File: config.mk
export PLATFORM = sky130hd
export DESIGN_NAME = dual_issue_dispatch
export DESIGN_NICKNAME = d
export VERILOG_FILES = /design/src/rtl/dual_issue_dispatch.sv
export SDC_FILE = /design/constraint.sdc
export NUM_CORES = 1
export LEC_CHECK = 0
export CAP_MARGIN = 0
export CORE_MARGIN = 4
export CORE_UTILIZATION = 41
export DETAILED_ROUTE_END_ITERATION = 7
export PLACE_DENSITY = 0.76
export SETUP_SLACK_MARGIN = 0.1
export SYNTH_ARGS = -nofsm -noshare
export SYNTH_HDL_FRONTEND = slang
export SYNTH_SLANG_ARGS = --single-unit
File: constraint.sdc
create_clock -name clk -period 2 [get_ports clk]
set_input_delay 0.5 -clock clk [delete_from_list [all_inputs] [get_ports clk]]
set_output_delay 0.5 -clock clk [all_outputs]
set_load 0.1 [all_outputs]
File: src/rtl/dual_issue_dispatch.sv
// -----------------------------------------------------------------------------
// dual_issue_dispatch
//
// Dispatch stage that sits right after the issue queue's pairwise RAW/WAR
// hazard checker. Each cycle it may accept a candidate pair: slot A is the
// older instruction and slot B the younger one.
//   - Independent pair: both instructions go out together in one cycle.
//   - Hazardous pair (hazard_flag=1 with B valid): A goes out first. B is
//     parked in a hold register and goes out alone once the output register
//     is free again. Each split bumps a saturating counter.
// The output is a registered two-slot issue bundle with a valid/ready
// handshake toward the execute stage. No combinational path runs from in_*
// to out_*. in_ready depends only on the FSM state, out_v0 and out_ready.
//
// Ports
//   clk, rst                         clock; synchronous active-high reset
//   in_valid / in_v2                 slot A / slot B candidate valid
//   in_op1, in_des1, in_s11, in_s12  slot A fields (des 0 = no writeback)
//   in_op2, in_des2, in_s21, in_s22  slot B fields
//   hazard_flag                      checker verdict for the presented pair
//   in_ready                         pair is accepted this cycle if in_valid
//   out_ready                        execute stage accepts the output bundle
//   out_v0, out_op0 .. out_s02       issue slot 0 (always the older one)
//   out_v1, out_op1 .. out_s12       issue slot 1
//   split_cnt                        saturating count of split pairs
// -----------------------------------------------------------------------------
module dual_issue_dispatch #(
  parameter int DES_W = 4,
  parameter int SRC_W = 4,
  parameter int OP_W  = 4,
  parameter int CNT_W = 16
) (
  input  logic             clk,
  input  logic             rst,
  input  logic             in_valid,
  input  logic             in_v2,
  input  logic [OP_W-1:0]  in_op1,
  input  logic [DES_W-1:0] in_des1,
  input  logic [SRC_W-1:0] in_s11,
  input  logic [SRC_W-1:0] in_s12,
  input  logic [OP_W-1:0]  in_op2,
  input  logic [DES_W-1:0] in_des2,
  input  logic [SRC_W-1:0] in_s21,
  input  logic [SRC_W-1:0] in_s22,
  input  logic             hazard_flag,
  output logic             in_ready,
  input  logic             out_ready,
  output logic             out_v0,
  output logic [OP_W-1:0]  out_op0,
  output logic [DES_W-1:0] out_des0,
  output logic [SRC_W-1:0] out_s01,
  output logic [SRC_W-1:0] out_s02,
  output logic             out_v1,
  output logic [OP_W-1:0]  out_op1,
  output logic [DES_W-1:0] out_des1,
  output logic [SRC_W-1:0] out_s11,
  output logic [SRC_W-1:0] out_s12,
  output logic [CNT_W-1:0] split_cnt
);

  typedef struct packed {
    logic [OP_W-1:0]  op;
    logic [DES_W-1:0] des;
    logic [SRC_W-1:0] s1;
    logic [SRC_W-1:0] s2;
  } insn_t;

  typedef enum logic {
    PAIR = 1'b0,
    HOLD = 1'b1
  } state_t;

  state_t           state_q, state_d;
  insn_t            slot0_q, slot0_d;
  insn_t            slot1_q, slot1_d;
  insn_t            hold_q,  hold_d;
  logic             v0_q,    v0_d;
  logic             v1_q,    v1_d;
  logic [CNT_W-1:0] cnt_q,   cnt_d;

  insn_t insn_a;
  insn_t insn_b;
  logic  out_free;
  logic  accept;
  logic  split;

  assign insn_a = {in_op1, in_des1, in_s11, in_s12};
  assign insn_b = {in_op2, in_des2, in_s21, in_s22};

  // The output register can take new contents when it is empty or is being
  // drained this cycle.
  assign out_free = !v0_q || out_ready;
  assign in_ready = (state_q == PAIR) && out_free;
  assign accept   = in_valid && in_ready;
  // hazard_flag only matters for an accepted pair with B present. Gating it
  // here keeps an X on the flag from leaking into state otherwise.
  assign split    = accept && in_v2 && hazard_flag;

  // Next-state and next-output logic.
  always_comb begin
    // NOTE: every signal driven here gets a default first, so no branch can
    // leave one unassigned and infer a latch.
    state_d = state_q;
    slot0_d = slot0_q;
    slot1_d = slot1_q;
    hold_d  = hold_q;
    v0_d    = v0_q;
    v1_d    = v1_q;
    cnt_d   = cnt_q;

    case (state_q)
      PAIR: begin
        if (accept) begin
          slot0_d = insn_a;
          v0_d    = 1'b1;
          if (split) begin
            slot1_d = '0;
            v1_d    = 1'b0;
            hold_d  = insn_b;
            state_d = HOLD;
            cnt_d   = (cnt_q == '1) ? cnt_q : cnt_q + 1'b1;
          end else begin
            slot1_d = insn_b;
            v1_d    = in_v2;
          end
        end else if (out_ready) begin
          // The bundle was consumed and nothing replaces it: emit a bubble.
          v0_d = 1'b0;
          v1_d = 1'b0;
        end
      end

      HOLD: begin
        // The younger half of a split pair goes out alone in slot 0.
        if (out_free) begin
          slot0_d = hold_q;
          v0_d    = 1'b1;
          slot1_d = '0;
          v1_d    = 1'b0;
          state_d = PAIR;
        end
      end
    endcase
  end

  always_ff @(posedge clk) begin
    if (rst) begin
      // NOTE: the hold register is cleared as well, so a pair split before
      // reset leaves no stale instruction behind.
      state_q <= PAIR;
      slot0_q <= '0;
      slot1_q <= '0;
      hold_q  <= '0;
      v0_q    <= 1'b0;
      v1_q    <= 1'b0;
      cnt_q   <= '0;
    end else begin
      // NOTE: non-blocking assignments, so every register updates from the
      // values that were present before the edge.
      state_q <= state_d;
      slot0_q <= slot0_d;
      slot1_q <= slot1_d;
      hold_q  <= hold_d;
      v0_q    <= v0_d;
      v1_q    <= v1_d;
      cnt_q   <= cnt_d;
    end
  end

  assign out_v0    = v0_q;
  assign out_op0   = slot0_q.op;
  assign out_des0  = slot0_q.des;
  assign out_s01   = slot0_q.s1;
  assign out_s02   = slot0_q.s2;
  assign out_v1    = v1_q;
  assign out_op1   = slot1_q.op;
  assign out_des1  = slot1_q.des;
  assign out_s11   = slot1_q.s1;
  assign out_s12   = slot1_q.s2;
  assign split_cnt = cnt_q;

endmodule

Word level (Yosys, flattened, before mapping)
Cells that the tools add are included.
{"block": "word_totals", "register_bits": 67, "latch_bits": 0, "ramBits": 0, "mem_bits_ro": 0, "inputBits": 38, "output_inout_bits": 51, "mem_count": 0}
{"block": "op_classes", "add_sub_neg": 1, "n_mul": 0, "div_mod_pow": 0, "n_lt_le_gt_ge": 0, "eq_ne": 4, "shift": 0, "n_mux": 19, "n_bitwise": 2, "n_reduce_logical": 10}
{"operator": "$mux 16", "count": 5}
{"operator": "$pmux 16 s2", "count": 2}
{"operator": "$add 16x1->16 const B", "count": 1}
{"operator": "$eq 16x16->1 const B", "count": 1}
{"operator": "$mux 1", "count": 9}
{"operator": "$pmux 1 s2", "count": 3}
{"operator": "$logic_and 1x1->1", "count": 4}
{"operator": "$reduce_and 2->1", "count": 2}
{"operator": "$reduce_and 4->1", "count": 1}
{"operator": "$ne 3x3->1 const B", "count": 1}
{"operator": "$reduce_and 3->1", "count": 1}
{"operator": "$ne 2x1->1 const B", "count": 1}
{"operator": "$ne 2x2->1 const B", "count": 1}
{"operator": "$not 1->1", "count": 2}
{"operator": "$logic_not 1->1", "count": 1}
{"operator": "$logic_or 1x1->1", "count": 1}

Depth between registers and ports, before layout
Gate-level depths: netlist (run 1).
{"block": "logic_depth", "ltp_word": 9, "ltp_mapped": 8}

Worst setup path after synthesis (run 1)
Ideal clock, no wire load.
{"block": "synth_path", "kind": "register -> register", "startpoint": "register v0_q (netlist: out_v0)", "endpoint": "register slot1_q, in the netlist out_des1[0]", "t_arrival_ns": 3.345, "required_ns": 1.932, "setup_slack_ns": -1.413, "stages_incl_launch_ff": 9, "cell_sequence": "dfxtp_1 > nor2b_4 > buf_6 > nor2_1 > and3_1 > clkbuf_1 > clkbuf_1 > a22oi_1 > nor2_1"}
{"block": "synth_between", "elab_chain_cells": 9, "word_cells_on_any_way": 12}
{"item": "start: declaration", "line": "77", "rtl": "logic v0_q, v0_d;"}
{"item": "start signal: assignment", "line": "164", "rtl": "v0_q <= v0_d;"}
{"item": "$logic_not 1->1 *", "line": "92", "rtl": "assign out_free = !v0_q || out_ready;"}
{"item": "$logic_or 1x1->1 *", "line": "92"}
{"item": "$logic_and 1x1->1 *", "line": "93", "rtl": "assign in_ready = (state_q == PAIR) && out_free;"}
{"item": "named net in_ready", "line": "46", "rtl": "output logic in_ready,"}
{"item": "$logic_and 1x1->1 *", "line": "94", "rtl": "assign accept = in_valid && in_ready;"}
{"item": "$logic_and 1x1->1 (2 in a row)", "line": "97", "rtl": "assign split = accept && in_v2 && hazard_flag;"}
{"item": "$mux 16", "line": "116", "rtl": "if (split) begin"}
{"item": "$mux 16", "line": "113", "rtl": "if (accept) begin"}
{"item": "$pmux 16 s2", "line": "111", "rtl": "case (state_q)"}
{"item": "end signal: assignment", "line": "162", "rtl": "slot1_q <= slot1_d;"}
{"item": "end: declaration", "line": "75", "rtl": "insn_t slot1_q, slot1_d;"}
The timed path passes the listed nets; every way through them passes the cells marked *. The select of a mux whose other input is x is not followed.
A chain may end at the register's enable or synchronous reset.

Final worst setup path (run 1)
{"block": "layout_path", "startpoint": "input port out_ready", "endpoint": "register cnt_q[11] (netlist: split_cnt[11])"}
{"block": "layout_between", "elab_chain_cells": 6}
{"item": "start: declaration", "line": "47", "rtl": "input logic out_ready,"}
{"item": "$logic_or 1x1->1 *", "line": "92"}
{"item": "$logic_and 1x1->1 *", "line": "93"}
{"item": "$logic_and 1x1->1 *", "line": "94"}
{"item": "$logic_and 1x1->1 (2 in a row)", "line": "97"}
{"item": "$reduce_and 4->1 (no source line) *"}
{"item": "end signal: assignment", "line": "166", "rtl": "cnt_q <= cnt_d;"}
{"item": "end: declaration", "line": "79", "rtl": "logic [CNT_W-1:0] cnt_q, cnt_d;"}
Mark *: on every way between the ends. The rest lies on a longest branch, timed or not.

==> results.md, run 1 <==
* Setup crit end: split_cnt[11]$_SDFFE_PP0P_
* Final GP Congestion at around 0.9
* Number of antenna violations at the first check in global routing at 0
* Switching Fraction at 32.1%
* Die width at 89.0 µm
* Syn_nets at 347
* Slew @ Worst Pin at between 0.4 and 0.5 ns
* Reg2reg path depth at 5
* Worst-path clk slew at 0.07 ns
* Worst EP required at ~2.3 ns
* Synth top area cells: dfxtp_1, nor2_1, mux2i_1
* Layout cells sized above 1 at between 20% and 30%
* Hold Path Class: register to register
* XOR/XNOR share of the synthesized area at under 10%
* Crit path launch: out_ready
* CP Class: input port to register
* RR Endpoint: split_cnt[11]$_SDFFE_PP0P_
* Vias at around 2500
* 1st-pass router iterations at 4
* Int Power at 2130 µW
* Setup violators final at 0
* H-tree depth at 3
* Largest net degree at the start of global routing at 33
* Biggest area consumer among synthesized cells: dfxtp_1
* Relative slew slack at between 70% and 80%
* Initial DRC count at 145
* Clock Sinks at 67
* Simple-gate share of the synthesized area at roughly 22%
* Gr usage total at 18.8%
* Critical path fanouts, max at 7
* DRC at 0
* Ys Warns at 0
* Setup crit end kind: register
* Sw Pwr at between 1000 and 1500 µW
* Clk root buf: clkbuf_8
* Post-synthesis compound-gate area fraction at ~16%
* Final min period at between 1.5 and 2 ns
* Design area at roughly 4200 µm²
* Leakage power at about 0.0016 µW
* Layout Cells excl Fill at 485
* Synth Register Bits at 67
* PD cells at about 740 nW/µm²
* Grt ovf at 0
* Share of the synthesized area in the top cell type at about half
* GR Layer Usage met1 at a little over a quarter
* CTS max path bufs at 2
* Setup slack, reg-to-reg at approximately 0.13 ns
* Met2 GRT Util at between 20 and 30%
* Most frequent cells in the layout: dfxtp_1, nor2_1, nand2_1
* Initial Util at a little over two fifths
* Core Util, Final at between 60% and 70%
* Placement Cell Area at between 4000 and 5000 µm²
* Setup TNS at 0 ns
* Crit share post-route at 93.9%
* IO Pins at 89
* Combinational share of power at between 20% and 30%
* Max Fclk at 0.532 GHz
* CTS buffer count at 9
* Outcome: complete, no violations
* Die area at just under 8000 µm²
* Distinct cells, synth at 37
* Multiplexer area fraction after synthesis at about 6.4%
* Worst vdd ir at 602 µV
* Met3 GRT Util at under 10%
* Max-slew violation count at 0
* Unrepaired setup endpoints after global routing: no
* CTS tree: done
* Syn Inst Count at ~310
* Worst R2R Start: out_v0$_SDFFE_PP0P_
* Vias per cell at approximately 5.2
* Clock Power Share at between 20% and 30%
* First-pass GRT wire length at 11900 µm
* Data arrival, critical path at roughly 2.1 ns
* Worst hold slack at 0.461 ns
* Adder-Cell Fraction of Synth Area at less than 1%
* Diodes inserted at 0
* DP Wirelength at between 5000 and 6000 µm
* # rows at 29
* WL final at just over 7000 µm
* Routed WL per cell at between 10 and 15 µm
* Cells after DPL at 470
* Reg power frac at between 40% and 50%
* Vias in the first global route at between 2000 and 2500
* Mapped Area at about 2700 µm²
* Gr busiest metal: met2
* Area of the core at 6350 µm²
* Skew final at 0.00876 ns
* Max_cap viols at 0
* Final ANT Viol Nets at 0
* Largest family of logic cells by synthesized area: simple AND/OR/NAND/NOR gates
* Final layout net count at 444
* Hold_buf cts at 0
* Sequential-to-total area share from yosys stat at between 40% and 50%
* Worst-Skew Late Latency at approximately 0.32 ns
* Commonest non-fill, non-tap cell in the layout: dfxtp_1
* Endpoints failing hold at 0
* IO Port Bufs at 88
* Mean area per synthesized cell at around 9 µm²
* Area delta synth->final at 56.2%
* Setup crit start kind: input port
* Chip height at between 80 and 90 µm
## Yosys cell counts
cell type and n:
a21oi_1 23, ha_1 1, buf_1 2, nor2b_1 1, nand4_1 4, a41oi_1 1, or4_1 2, nand3_1 4
inv_1 1, and4_1 2, dfxtp_1 67, nand4b_1 1, buf_6 1, xnor2_1 3, nor3b_1 2, mux2_2 1
nand2_1 40, and3_1 5, nor2_1 48, o311ai_0 1, and2b_1 1, o31ai_1 1, mux2i_1 16, clkbuf_2 1
nor3_1 8, a211oi_1 16, o211ai_1 3, o21ai_0 4, clkbuf_1 17, nor2b_4 1, nor4_1 3, or3_1 4
xor2_1 4, buf_2 1, a22oi_1 16, or2_2 1, and2_1 1
## power by group through the flow
stage | Sequential (µW) | Clock, µW | Combinational, µW
after CTS | 1440 | 933 | 784
after global placement | 1460 | 0 | 773
after floorplan | 1800 | 0 | 168
after global routing | 1440 | 975 | 821
final | 1440 | 914 | 781
after detailed placement | 1470 | 0 | 779
## critical path, cell delays in order
cell             delay, ns
clkdlybuf4s15_1       0.22
nor2b_4               0.05
or3_4                 0.39
or3_4                 0.41
or4_4                 0.43
a21oi_2               0.13
## what timing repair did
action,4_1_cts,5_1_grt
buffers inserted,1,0
pin swaps,2,2
setup endpoints to repair,9,3
resized for setup,10,6
## stage by stage
stage	worst slack, ns	power, µW
2_1_floorplan	-0.235	1970
3_3_place_gp	-0.509	2240
3_5_place_dp	-0.582	2250
4_1_cts	0.0928	3150
5_1_grt	0.0997	3240
6_report	0.122	3130
## registers in the layout, indices dropped and copies added (netlist names)
name       flops
hold_q        16
out_des0       4
out_des1       4
out_op0        4
out_op1        4
out_s01        4
out_s02        4
out_s11        4
out_s12        4
out_v0         1
out_v1         1
split_cnt     16
state_q        1
## worst min path at each step
stage / cells after the start / slack, ns / start / end
6_report: 2 / 0.46 / hold_q[11]$_SDFFE_PP0P_ / hold_q[11]$_SDFFE_PP0P_
3_3_place_gp: 2 / 0.45 / hold_q[1]$_SDFFE_PP0P_ / hold_q[1]$_SDFFE_PP0P_
4_1_cts: 2 / 0.47 / hold_q[11]$_SDFFE_PP0P_ / hold_q[11]$_SDFFE_PP0P_
3_5_place_dp: 2 / 0.46 / hold_q[0]$_SDFFE_PP0P_ / hold_q[0]$_SDFFE_PP0P_
5_1_grt: 2 / 0.48 / hold_q[14]$_SDFFE_PP0P_ / hold_q[14]$_SDFFE_PP0P_
2_1_floorplan: 2 / 0.44 / hold_q[0]$_SDFFE_PP0P_ / hold_q[0]$_SDFFE_PP0P_
## cell families after synthesis
kind of cell	count (synthesis)
buffers and inverters	23
flip-flops	67
XOR/XNOR	7
adder cells (fa/ha/maj)	1
AO/OA/AOI/OAI	65
AND/OR/NAND/NOR	128
multiplexers	17
## cell type report
| cell class | count | area, µm² |
|---|---|---|
| Fill cell | 500 | 2140 |
| Sequential cell | 67 | 1370 |
| Multi-Input combinational cell | 218 | 1300 |
| Timing Repair Buffer | 108 | 1290 |
| Clock buffer | 14 | 153 |
| Tap cell | 77 | 96.3 |
| Inverter | 1 | 3.75 |
## routing by layer
layer  vias up  routed length [µm]
li1       1286                   -
met1      1165                3200
met2        79                3360
met3        13                 549
met4         0                 160
met5         -                   0
(Power assumes the default switching activity.)
==> run 2: changes to the inputs <==
Settings changed: CORE_MARGIN 4 to unset, CTS_CLUSTER_DIAMETER set to 200.
==> results.md, run 2 (synthesis gave the netlist of run 1 again) <==
* Cells along the critical path: clkdlybuf4s15_2 > nand3_2 > or3_4 > or3_4 > or4_4 > a21oi_2
* Hold_buf cts at 0 (unchanged)
* Largest net degree at the start of global routing at 33 (unchanged)
* Final min period at 1.87 ns (-0.00500 ns)
* Max Fclk at 0.534 GHz (+0.27%)
* Diodes inserted at 0 (unchanged)
* H-tree depth at 3 (unchanged)
* Die area at 6900 µm² (-13%)
* Tot Pwr at 3390 µW (+8.1%)
* Final ANT Viol Nets at 0 (unchanged)
* Gr usage total at 22.0% (+3.1 points)
* Number of antenna violations at the first check in global routing at 0 (unchanged)
* Layout cells sized above 1 at 28.3% (+1.8 points)
* Outcome: complete, no violations
* Worst-path clk slew at 0.08 ns (about the same)
* Slew @ Worst Pin at 0.510 ns (+0.0862 ns)
* Worst hold slack at 0.460 ns (-0.000608 ns)
* WL final at 7540 µm (+3.7%)
* IO Pins at 89 (unchanged)
* Max_cap viols at 0 (unchanged)
* Fill count at 532 (+6.4%)
* Setup crit start kind: input port
* Multi-input logic area at 1290 µm² (-0.29%)
* Area of the core at 6350 µm² (unchanged)
* Relative slew slack at 65.6% (-5.9 points)
* Final layout net count at 444 (unchanged)
* Final GP Congestion at 0.934 (+3.4%)
* Vias at 2631 (+3.5%)
* 1st-pass router iterations at 4 (unchanged)
* Initial Util at 42.4% (unchanged)
* IO Port Bufs at 88 (unchanged)
* Clock Sinks at 67 (unchanged)
* Cells after DPL at 469 (-0.21%)
* Setup TNS at 0 ns (unchanged)
* Critical path buffers and inverters at 1 (unchanged)
* Vias per cell at 5.40 (+3.0%)
* Critical path fanouts, max at 7 (unchanged)
* Leakage power at 0.00160 µW (+0.23%)
* Worst-Skew Late Latency at 0.34 ns (+0.02 ns)
* Design area at 4210 µm² (about the same)
* Crit share post-route at 93.6% (-0.25 points)
* Setup crit end kind: register
* Max incr delay on CP at 0.42 ns (about the same)
* Hold Path Class: register to register
* Commonest non-fill, non-tap cell in the layout: dfxtp_1
* CP max-delay cell: or4_4
* Initial DRC count at 186 (+28%)
* Worst EP required at 2.28 ns (+0.02 ns)
* # rows at 29 (unchanged)
* CTS tree: done
* CP dominant cell by count: or3_4
* Unrepaired setup endpoints after global routing: no
* First-pass GRT wire length at 12200 µm (+2.6%)
* Grt ovf at 0 (unchanged)
* CP Class: input port to register
* DP Wirelength at 5250 µm (-4.7%)
* Sequential cell area at 1370 µm² (unchanged)
* Max-slew violation count at 0 (unchanged)
* Endpoints failing hold at 0 (unchanged)
* DRC at 0 (unchanged)
* Setup violators final at 0 (unchanged)
* Die width at 83.0 µm (-6.7%)
* Routed WL per cell at 15.5 µm (+3.2%)
* Worst vdd ir at 568 µV (-5.7%)
* Placement Cell Area at 3950 µm² (-1.4%)
* CTS buffer count at 9 (unchanged)
* Skew final at 0.0107 ns (+0.00192 ns)
* Data arrival, critical path at 2.15 ns (about the same)
* Layout Cells excl Fill at 487 (+0.41%)
* Clk root buf: clkbuf_8
* Crit path max-delay family: simple AND/OR/NAND/NOR gates
* Vias in the first global route at 2449 (-0.33%)
* Most frequent cells in the layout: dfxtp_1, nor2_1, buf_4
* Chip height at 83.0 µm (-6.7%)
* Area delta synth->final at 56.2% (about the same)
* CTS max path bufs at 2 (unchanged)
* PD cells at 805 nW/µm² (+8.2%)
==> run 2: cell types whose count changed in the layout (fill, tap and decap cells not counted), sizes merged <==
cell	delta
bufinv	+1
clkbuf	-3
clkinv	+2
clkdlybuf4s15	-1
clkinvlp	+3
==> run 2: worst reg2reg max path, cell delays in order (launching register included) <==
cell and delay (ns):
dfxtp_1 0.45, and4_1 0.29, nand2_1 0.10, o311ai_0 0.51, mux2_2 0.39
==> run 2: layer usage <==
layer	wire length [µm]	global-route usage [%]
met4	151	8.46
met1	3550	30.3
met3	401	4.97
met2	3440	33.4
met5	0	0
==> run 2: report_power, final <==
part           internal, µW  switching (µW)
logic                   244             524
registers              1390            40.3
clock network           647             539
==> run 2: through the flow <==
| step | setup WS [ns] | utilization, % |
|---|---|---|
| final | 0.127 | 66.2 |
| after global routing | 0.0481 | 66.2 |
| after CTS | 0.115 | 66.1 |
| after detailed placement | -0.563 | 62.2 |
| after global placement | -0.509 | 62.2 |
| after floorplan | -0.235 | - |
==> run 2: area by class of cell <==
type / instances / share of cell area (%)
timing repair buffer: 108 / 29.3
multi-input combinational: 218 / 30.8
clock inverter: 6 / 1.49
clock buffer: 10 / 3.54
tap: 77 / 2.29
inverter: 1 / 0.0893
sequential: 67 / 32.5
==> run 2: final timing paths <==
kind / start / to / slack (ns) / depth (start not counted)
min reg2reg: hold_q[11]$_SDFFE_PP0P_ / hold_q[11]$_SDFFE_PP0P_ / 0.46 / 2
max reg2reg: split_cnt[11]$_SDFFE_PP0P_ / split_cnt[9]$_SDFFE_PP0P_ / 0.15 / 4
min: hold_q[11]$_SDFFE_PP0P_ / hold_q[11]$_SDFFE_PP0P_ / 0.46 / 2
max: in_v2 / split_cnt[11]$_SDFFE_PP0P_ / 0.13 / 6
==> run 2: repair_timing <==
item | in CTS | in global routing
gates resized for setup | 15 | 2
hold endpoints to repair | 0 | 0
setup endpoints to repair | 11 | 3
setup buffers | 1 | 1
pin swaps | 3 | 2
